<file path="config.mk">
export PLATFORM = sky130hd
export DESIGN_NAME = kbd_seg_ctrl
export DESIGN_NICKNAME = d
export VERILOG_FILES = /design/src/rtl/kbd_seg_ctrl.sv
export SDC_FILE = /design/constraint.sdc
export NUM_CORES = 1
export LEC_CHECK = 0
export CAP_MARGIN = 10
export CORE_ASPECT_RATIO = 1.75
export CORE_UTILIZATION = 25
export DETAILED_ROUTE_END_ITERATION = 10
export PLACE_DENSITY = 0.53
export SLEW_MARGIN = 20
export SYNTH_ARGS = -nofsm -noshare
export SYNTH_HDL_FRONTEND = slang
export SYNTH_SLANG_ARGS = --single-unit
</file>
<file path="constraint.sdc">
create_clock -name clk -period 2.5 [get_ports clk]
set_clock_uncertainty 0.15 [all_clocks]
set_input_delay 0.375 -clock clk [delete_from_list [all_inputs] [get_ports clk]]
set_output_delay 0.375 -clock clk [all_outputs]
set_load 0.05 [all_outputs]
</file>
<file path="src/rtl/kbd_seg_ctrl.sv">
// kbd_seg_ctrl: pops PS/2 scancode bytes from the receive FIFO, tracks
// make/break/extended prefixes, keeps the held key and a BCD press counter,
// and drives four active-low seven-segment digits.
//
// FIFO handshake: the FIFO presents its head byte on `data` while `ready`=1.
// The controller samples `ready`/`data` only while waiting. When it accepts
// a byte it drives `nextdata_n` low for exactly one cycle, which pops the
// FIFO. `ready` is not looked at again for two more cycles, so the FIFO has
// time to present its next head.
module kbd_seg_ctrl (
  input  logic       clk,
  input  logic       clrn,
  input  logic [7:0] data,
  input  logic       ready,
  output logic       nextdata_n,
  output logic       key_down,
  output logic [7:0] cur_code,
  output logic [7:0] press_cnt,
  output logic [7:0] seg0,
  output logic [7:0] seg1,
  output logic [7:0] seg2,
  output logic [7:0] seg3
);

  localparam logic [7:0] CODE_EXT = 8'hE0;
  localparam logic [7:0] CODE_BRK = 8'hF0;

  typedef enum logic [1:0] {
    WAIT = 2'd0,
    POP  = 2'd1,
    PROC = 2'd2
  } state_t;

  state_t     state;
  state_t     state_nx;
  logic [7:0] byte_r;
  logic [7:0] byte_nx;
  logic       brk;
  logic       brk_nx;
  logic       key_down_nx;
  logic [7:0] cur_code_nx;
  logic [7:0] press_cnt_nx;
  logic       nextdata_n_nx;

  // Active-high segment pattern for a hex digit: bit7 = a ... bit1 = g,
  // bit0 = dp. The outputs drive the bitwise inverse.
  function automatic logic [7:0] hex_seg(input logic [3:0] nib);
    logic [7:0] pat;
    case (nib)
      4'h0:    pat = 8'hFC;
      4'h1:    pat = 8'h60;
      4'h2:    pat = 8'hDA;
      4'h3:    pat = 8'hF2;
      4'h4:    pat = 8'h66;
      4'h5:    pat = 8'hB6;
      4'h6:    pat = 8'hBE;
      4'h7:    pat = 8'hE0;
      4'h8:    pat = 8'hFE;
      4'h9:    pat = 8'hF6;
      4'hA:    pat = 8'hEE;
      4'hB:    pat = 8'h3E;
      4'hC:    pat = 8'h9C;
      4'hD:    pat = 8'h7A;
      4'hE:    pat = 8'h9E;
      default: pat = 8'h8E;
    endcase
    return pat;
  endfunction

  // Two-digit BCD increment, 99 rolls over to 00.
  function automatic logic [7:0] bcd_inc(input logic [7:0] val);
    logic [3:0] units;
    logic [3:0] tens;
    units = val[3:0];
    tens  = val[7:4];
    if (units == 4'd9) begin
      units = 4'd0;
      if (tens == 4'd9) begin
        tens = 4'd0;
      end else begin
        tens = tens + 4'd1;
      end
    end else begin
      units = units + 4'd1;
    end
    return {tens, units};
  endfunction

  // Next-state, pop strobe and key/counter bookkeeping.
  always_comb begin
    state_nx      = state;
    byte_nx       = byte_r;
    brk_nx        = brk;
    key_down_nx   = key_down;
    cur_code_nx   = cur_code;
    press_cnt_nx  = press_cnt;
    nextdata_n_nx = 1'b1;
    case (state)
      WAIT: begin
        if (ready) begin
          byte_nx       = data;
          state_nx      = POP;
          // Registered strobe: low exactly while the FSM sits in POP.
          nextdata_n_nx = 1'b0;
        end
      end
      POP: begin
        state_nx = PROC;
      end
      PROC: begin
        state_nx = WAIT;
        if (byte_r == CODE_EXT) begin
          // Extended prefix carries no information for the display.
          brk_nx = brk;
        end else if (byte_r == CODE_BRK) begin
          brk_nx = 1'b1;
        end else if (brk) begin
          brk_nx = 1'b0;
          // Only the release of the tracked key clears it.
          if (key_down && (byte_r == cur_code)) begin
            key_down_nx = 1'b0;
          end
        end else if (!(key_down && (byte_r == cur_code))) begin
          // New press (typematic repeat of the held key falls through).
          cur_code_nx  = byte_r;
          key_down_nx  = 1'b1;
          press_cnt_nx = bcd_inc(press_cnt);
        end
      end
      default: begin
        state_nx = WAIT;
      end
    endcase
  end

  // FSM and bookkeeping registers.
  always_ff @(posedge clk or negedge clrn) begin
    if (!clrn) begin
      state      <= WAIT;
      byte_r     <= 8'h00;
      brk        <= 1'b0;
      key_down   <= 1'b0;
      cur_code   <= 8'h00;
      press_cnt  <= 8'h00;
      nextdata_n <= 1'b1;
    end else begin
      state      <= state_nx;
      byte_r     <= byte_nx;
      brk        <= brk_nx;
      key_down   <= key_down_nx;
      cur_code   <= cur_code_nx;
      press_cnt  <= press_cnt_nx;
      nextdata_n <= nextdata_n_nx;
    end
  end

  // Segment registers, one cycle behind the key/counter state.
  always_ff @(posedge clk or negedge clrn) begin
    if (!clrn) begin
      seg0 <= 8'hFF;
      seg1 <= 8'hFF;
      seg2 <= 8'h03;
      seg3 <= 8'h03;
    end else begin
      seg0 <= key_down ? ~hex_seg(cur_code[3:0]) : 8'hFF;
      seg1 <= key_down ? ~hex_seg(cur_code[7:4]) : 8'hFF;
      seg2 <= ~hex_seg(press_cnt[3:0]);
      seg3 <= ~hex_seg(press_cnt[7:4]);
    end
  end

endmodule
</file>
==> flow_metrics.env, run 1 <==
export IMPL_synthDistinctLibCells=45
export IMPL_worstSkewPairLatency_ns=0.33
export IMPL_syn_inst=276
export IMPL_drc=0
export IMPL_min_path_cells=1
export IMPL_layout_common_cells="54 x clkdlybuf4s50_1, 40 x dfrtp_1, 23 x ha_1, 23 x buf_4, 19 x inv_1"
export IMPL_dpl_hpwl_mm=5.667
export IMPL_crit_required_ns=2.56
export IMPL_cts_made_buffers=9
export IMPL_area_delta_synth_final_pct=37.93
export IMPL_seq_area_um2=1448
export IMPL_critical_path_arrival_ns=2.41
export IMPL_numClockSinks=57
export IMPL_synth_top_area_share_pct=32.35
export IMPL_p_int_mw=3.561
export IMPL_clockBufferDepth=2
export IMPL_clkSlewWorstSetupHoldPaths_ns=0.05
export IMPL_io_pins=61
export IMPL_r2r_end="press_cnt[7]"
export IMPL_synth_area_um2=3094
export IMPL_hold_end="state[1]"
export IMPL_yosysTopAreaCell="dfrtp_1"
export IMPL_ys_seq_area_share_pct=46.79
export IMPL_status="finished, final reports clean"
export IMPL_leakage_nw=1.814
export IMPL_drv_slew=0
export IMPL_ir_drop_mv=0.6003
export IMPL_pwr_share_clk_pct=18.9
export IMPL_setup_worst_path_end_class="flop"
export IMPL_max_freq_mhz=424.4
export IMPL_dominantRegCellSynth="dfrtp_1"
export IMPL_final_layout_size_suffix_gt1_share_pct=21.97
export IMPL_rsz0062_at_grt="no"
export IMPL_die_x_um=86.10
export IMPL_drtAntennaViolNets=0
export IMPL_die_h_um=149.2
export IMPL_holdWs_ns=0.4011
export IMPL_finalWirelength_mm=7.386
export IMPL_synth_seq_cells=57
export IMPL_min_from="state[1]"
export IMPL_initial_core_util_pct=25.64
export IMPL_port_buffers=56
export IMPL_reg2reg_slack_ns=0.14
export IMPL_grt_usage_pct=12.56
export IMPL_antenna_found_initial=0
export IMPL_power_share_sequential_pct=24.4
export IMPL_synth_edf_count=0
export IMPL_combPwrFrac_pct=56.6
export IMPL_switchingPower_mw=2.900
export IMPL_nFillCells=1265
export IMPL_final_nets=384
export IMPL_cts_setup_buffers=0
export IMPL_r2r_cells=8
export IMPL_maxCapViolCount=0
export IMPL_grt_pass1_vias=2432
export IMPL_fp_row_count=53
export IMPL_tns_ns=0
export IMPL_fin_crit_sh_pct=94.24
export IMPL_power_density_nw_per_um2=1514
export IMPL_dr_total_vias=2347
export IMPL_grt_pass1_wl_mm=11.96
export IMPL_drt_pass1_iterations=4
export IMPL_fp_coreArea_um2=12070
export IMPL_die_area_um2=12840
export IMPL_fin_crit_ns=2.356
export IMPL_r2r_start="cur_code[2]"
export IMPL_yosysWarnings=0
export IMPL_synth_area_leaders="dfrtp_1 32%, dfstp_2 14%, ha_1 9.3%"
export IMPL_hold_path_class="flop to flop"
export IMPL_routedWlPerCell_um=14.20
export IMPL_critPathMaxFanout=3
export IMPL_cts_tree="built"
export IMPL_cts_root_buf="clkbuf_16"
export IMPL_multiInputGateArea_um2=1494
export IMPL_mostFrequentLayoutCell="clkdlybuf4s50_1"
export IMPL_routabilityCongestion=0.7770
export IMPL_syn_avg_cell_area_um2=11.21
export IMPL_drtIter0Drc=88
export IMPL_hold_viol=0
export IMPL_ctsHtreeMaxLevel=3
export IMPL_crit_path_start_kind="flop"
export IMPL_synthArstFlopShare_pct=100.0
export IMPL_path_class="flop to flop"
export IMPL_grt_ovfl_total=0
export IMPL_viasPerCell=4.513
export IMPL_swShare_pct=44.89
export IMPL_slew_headroom_pct=59.66
export IMPL_worst_slew_pin_slew_ns=0.6051
export IMPL_total_power_mw=6.462
export IMPL_finalSetupViolCount=0
export IMPL_grt_start_max_net_pins=35
export IMPL_antenna_cells=0
## power groups by stage
stage / Sequential [mW] / Combinational, mW / Clock, mW
floorplan: 2.76 / 1.34 / 0
global placement: 1.59 / 3.66 / 0
detailed placement: 1.60 / 3.69 / 0
CTS: 1.59 / 3.71 / 1.26
global route: 1.63 / 3.94 / 1.31
finish: 1.58 / 3.66 / 1.22
## worst max-delay path, cell delays in order (launching register included)
cell	delay, ns
dfrtp_1	0.38
xor2_1	0.25
nor3_1	0.10
nand4_1	0.11
ha_1	0.18
nand3b_1	0.15
buf_4	0.18
a2111o_1	0.38
a221o_1	0.36
## kinds of logic after synthesis
logic type	synth area share (%)
AND/OR/NAND/NOR	11.53
flip-flops	46.79
AO/OA/AOI/OAI	12.17
buffers and inverters	5.661
multiplexers	12.17
adder cells (fa/ha/maj)	9.301
XOR/XNOR	2.265
other	0.1212
## flip-flops by register name, indices dropped and copies added, names as in the netlist
name,flops
brk,1
byte_r,8
cur_code,8
key_down,1
nextdata_n,1
press_cnt,8
seg0,7
seg1,7
seg2,7
seg3,7
state,2
## metal layers
| metal | vias up | routed length, µm | global-route usage (%) |
|---|---|---|---|
| li1 | 1123 | - | - |
| met1 | 1151 | 2664 | 11.75 |
| met2 | 53 | 4256 | 24.17 |
| met3 | 20 | 275 | 3.542 |
| met4 | 0 | 189 | 6.250 |
| met5 | - | 0 | 0 |
## area by class of cell
cell class              instances  share of cell area, %
well taps                     165                  4.837
flip-flops and latches         57                  33.92
repair buffers                 80                  17.53
clock buffers                  13                  6.098
clock inverters                 3                 0.9381
inverters                      19                  1.671
multi-input cells             183                  35.00
## metrics by stage
stage / setup WS (ns) / utilization [%] / instances / instance area (µm²)
CTS: 0.08945 / 35.30 / 520 / 4260
floorplan: 0.001934 / - / 279 / 3105
detailed placement: -0.2540 / 32.70 / 503 / 3946
global route: 0.02073 / 35.36 / 520 / 4268
global placement: -0.2154 / 32.70 / 503 / 3946
finish: 0.1439 / 35.36 / 520 / 4268
## cell usage after synthesis (all sizes together), types with 2 or more instances
library cell	instances
xor2	7
a211o	3
clkbuf	12
inv	19
dfstp	17
mux2i	14
nand2	8
nor3	4
nand2b	5
mux2	17
a311o	2
o211ai	7
a21oi	7
a22o	3
o31ai	4
nor2b	11
nor2	14
o31a	2
o21ai	9
and3b	2
nand3b	4
a221o	2
dfrtp	40
mux4	2
a211oi	4
buf	8
nor4	3
nand3	5
o311ai	4
o2bb2ai	2
or3	3
ha	23
## timing repair
action / CTS / global route
resized for setup: 1 / 1
endpoints found under the setup margin: 11 / 3
hold buffers: 1 / 0
hold endpoints to repair: 20 / 0
pin swaps: 0 / 0
## worst max path at each step
stage	from	endpoint	slack [ns]
after global routing	cur_code[2]	press_cnt[7]	0.02
final	cur_code[2]	press_cnt[7]	0.14
after detailed placement	cur_code[2]	cur_code[3]	-0.25
after CTS	cur_code[2]	cur_code[2]	0.09
after floorplan	cur_code[7]	press_cnt[3]	0.002
after global placement	cur_code[2]	cur_code[4]	-0.22
No activity file was read; power rests on OpenSTA's default activity.
==> run 2: changes to the inputs <==
--- a/config.mk
+++ b/config.mk
@@ -9,7 +9,6 @@
 export CORE_ASPECT_RATIO = 1.75
 export CORE_UTILIZATION = 25
 export DETAILED_ROUTE_END_ITERATION = 10
-export PLACE_DENSITY = 0.53
 export SLEW_MARGIN = 20
 export SYNTH_ARGS = -nofsm -noshare
 export SYNTH_HDL_FRONTEND = slang
==> run 2 against run 1 <==
Net effect:
- sequential power is essentially flat
- worst hold slack lost 0.35 ns
- worst setup slack gained 0.090 ns
- critical endpoint is now cur_code[3]
- highest routed layer unchanged
- first-iteration DRC count grew 22%
- routed wire length shrank 2.9%
- clock-buffer cell count is the same
==> flow_metrics.env, run 2 (same netlist as run 1, synthesis figures left out) <==
export IMPL_status="finished, final reports clean"
export IMPL_finalWirelength_mm=7.174
export IMPL_numClockSinks=57
export IMPL_worstSkewPairLatency_ns=0.32
export IMPL_combPwrFrac_pct=56.0
export IMPL_grt_usage_pct=12.09
export IMPL_fin_util_pct=35.32
export IMPL_io_pins=61
export IMPL_final_layout_size_suffix_gt1_share_pct=21.69
export IMPL_p_int_mw=3.639
export IMPL_die_h_um=149.2
export IMPL_die_area_um2=12840
export IMPL_pwr_share_clk_pct=19.8
export IMPL_reg2reg_slack_ns=0.28
export IMPL_critical_path_buf_inv_count=2
export IMPL_fp_coreArea_um2=12070
export IMPL_area_delta_synth_final_pct=37.77
export IMPL_mostFrequentLayoutCell="clkdlybuf4s50_1"
export IMPL_max_freq_mhz=441.3
export IMPL_r2r_cells=7
export IMPL_antenna_found_initial=0
export IMPL_viasPerCell=4.446
export IMPL_critical_path_arrival_ns=1.74
export IMPL_drc=0
export IMPL_critPathMaxFanout=17
export IMPL_worst_slew_pin_slew_ns=0.7141
export IMPL_power_density_nw_per_um2=1532
export IMPL_cts_setup_buffers=0
export IMPL_routabilityCongestion=0.8148
export IMPL_maxCapViolCount=0
export IMPL_fp_row_count=53
export IMPL_drv_slew=0
export IMPL_critical_path_top_delay_family="buffers and inverters"
export IMPL_crit_path_start_kind="flop"
export IMPL_hold_buffers=0
export IMPL_hold_path_class="input port to asynchronous set/reset pin"
export IMPL_crit_required_ns=1.98
export IMPL_hold_viol=0
export IMPL_fin_crit_sh_pct=90.64
export IMPL_drt_pass1_iterations=5
export IMPL_grt_pass1_wl_mm=11.85
export IMPL_power_share_sequential_pct=24.2
export IMPL_dr_total_vias=2312
export IMPL_leakage_nw=1.812
export IMPL_antenna_cells=0
export IMPL_dpl_hpwl_mm=5.428
export IMPL_drtIter0Drc=107
export IMPL_path_class="flop to output port"
export IMPL_cts_made_buffers=9
export IMPL_crit_chain="buf_4 -> clkdlybuf4s50_1"
export IMPL_cts_tree="built"
export IMPL_grt_ovfl_total=0
export IMPL_slew_headroom_pct=52.39
export IMPL_die_x_um=86.10
export IMPL_slowest_stage="clkdlybuf4s50_1"
export IMPL_largestRegisters="byte_r: 8 flops, cur_code: 8 flops, press_cnt: 8 flops"
export IMPL_cts_resized=1
export IMPL_drtAntennaViolNets=0
export IMPL_grt_pass1_vias=2463
export IMPL_r2r_start="cur_code[2]"
export IMPL_holdWs_ns=0.05119
export IMPL_ir_drop_mv=0.4698
export IMPL_initial_core_util_pct=25.64
export IMPL_fin_crit_ns=2.266
export IMPL_final_nets=384
export IMPL_grt_start_max_net_pins=58
export IMPL_setup_worst_path_end_class="output port"
export IMPL_switchingPower_mw=2.893
export IMPL_port_buffers=56
export IMPL_cts_root_buf="clkbuf_16"
export IMPL_r2r_end="cur_code[7]"
export IMPL_clockBufferDepth=2
export IMPL_clkSlewWorstSetupHoldPaths_ns=0.05
export IMPL_rsz0062_at_grt="no"
export IMPL_cpPeakStageDelay_ns=0.84
export IMPL_routedWlPerCell_um=13.80
export IMPL_ctsHtreeMaxLevel=3
export IMPL_layout_common_cells="55 x clkdlybuf4s50_1, 40 x dfrtp_1, 24 x buf_4"
export IMPL_swShare_pct=44.29
export IMPL_finalSetupViolCount=0
run 2: changes by cell type in the layout (fill, tap and decap cells not counted), sizes merged:
cell,before,now
dlygate4sd3,1,0
clkinv,2,1
clkdlybuf4s50,54,55
bufinv,1,2
run 2: layout make-up:
type / count / area [µm²]
clock inverters: 3 / 65.06
multi-input cells: 183 / 1486
clock buffers: 13 / 250.2
inverters: 19 / 71.32
repair buffers: 80 / 735.7
well taps: 165 / 206.4
fillers: 1234 / 7806
flip-flops and latches: 57 / 1448
run 2: per-stage QoR:
step | setup slack, ns | cells | area, µm² | setup TNS, ns | power, mW
floorplan | 0.001934 | 279 | 3105 | 0 | 4.095
global placement | -0.04033 | 504 | 3944 | -0.2383 | 5.218
detailed placement | -0.09165 | 504 | 3944 | -0.5181 | 5.280
CTS | 0.2248 | 520 | 4263 | 0 | 6.607
global route | 0.1026 | 520 | 4263 | 0 | 6.943
finish | 0.2341 | 520 | 4263 | 0 | 6.532
run 2: metal layers:
metal / up-vias / routed length (µm) / track usage [%]
met5: - / 0 / 0
met4: 0 / 142 / 5.833
met3: 11 / 257 / 3.099
met2: 47 / 4112 / 23.06
met1: 1132 / 2662 / 11.77
li1: 1122 / - / -
run 2: worst max path at each step:
stage	to	slack, ns	cells past startpoint	startpoint
floorplan	press_cnt[3]	0.002	9	cur_code[7]
global placement	cur_code[4]	-0.04	7	cur_code[2]
detailed placement	cur_code[7]	-0.09	7	cur_code[2]
CTS	cur_code[3]	0.22	2	cur_code[3]
global route	press_cnt[4]	0.10	5	press_cnt[1]
finish	cur_code[3]	0.23	2	cur_code[3]
run 2: power by group through the flow:
| stage | Sequential [mW] | Clock [mW] | Combinational, mW |
|---|---|---|---|
| 2_1_floorplan | 2.76 | 0 | 1.34 |
| 4_1_cts | 1.59 | 1.32 | 3.69 |
| 5_1_grt | 1.63 | 1.36 | 3.95 |
| 6_report | 1.58 | 1.29 | 3.66 |
| 3_3_place_gp | 1.58 | 0 | 3.63 |
| 3_5_place_dp | 1.60 | 0 | 3.68 |
==> run 3: changes to the inputs <==
--- a/config.mk
+++ b/config.mk
@@ -9,7 +9,9 @@
 export CORE_ASPECT_RATIO = 1.75
 export CORE_UTILIZATION = 25
 export DETAILED_ROUTE_END_ITERATION = 10
+export GPL_ROUTABILITY_DRIVEN = 0
 export SLEW_MARGIN = 20
 export SYNTH_ARGS = -nofsm -noshare
 export SYNTH_HDL_FRONTEND = slang
 export SYNTH_SLANG_ARGS = --single-unit
+export TNS_END_PERCENT = 1
==> results of run 3 <==
No change in the layout: final DEF, timing and power equal those of run 2.
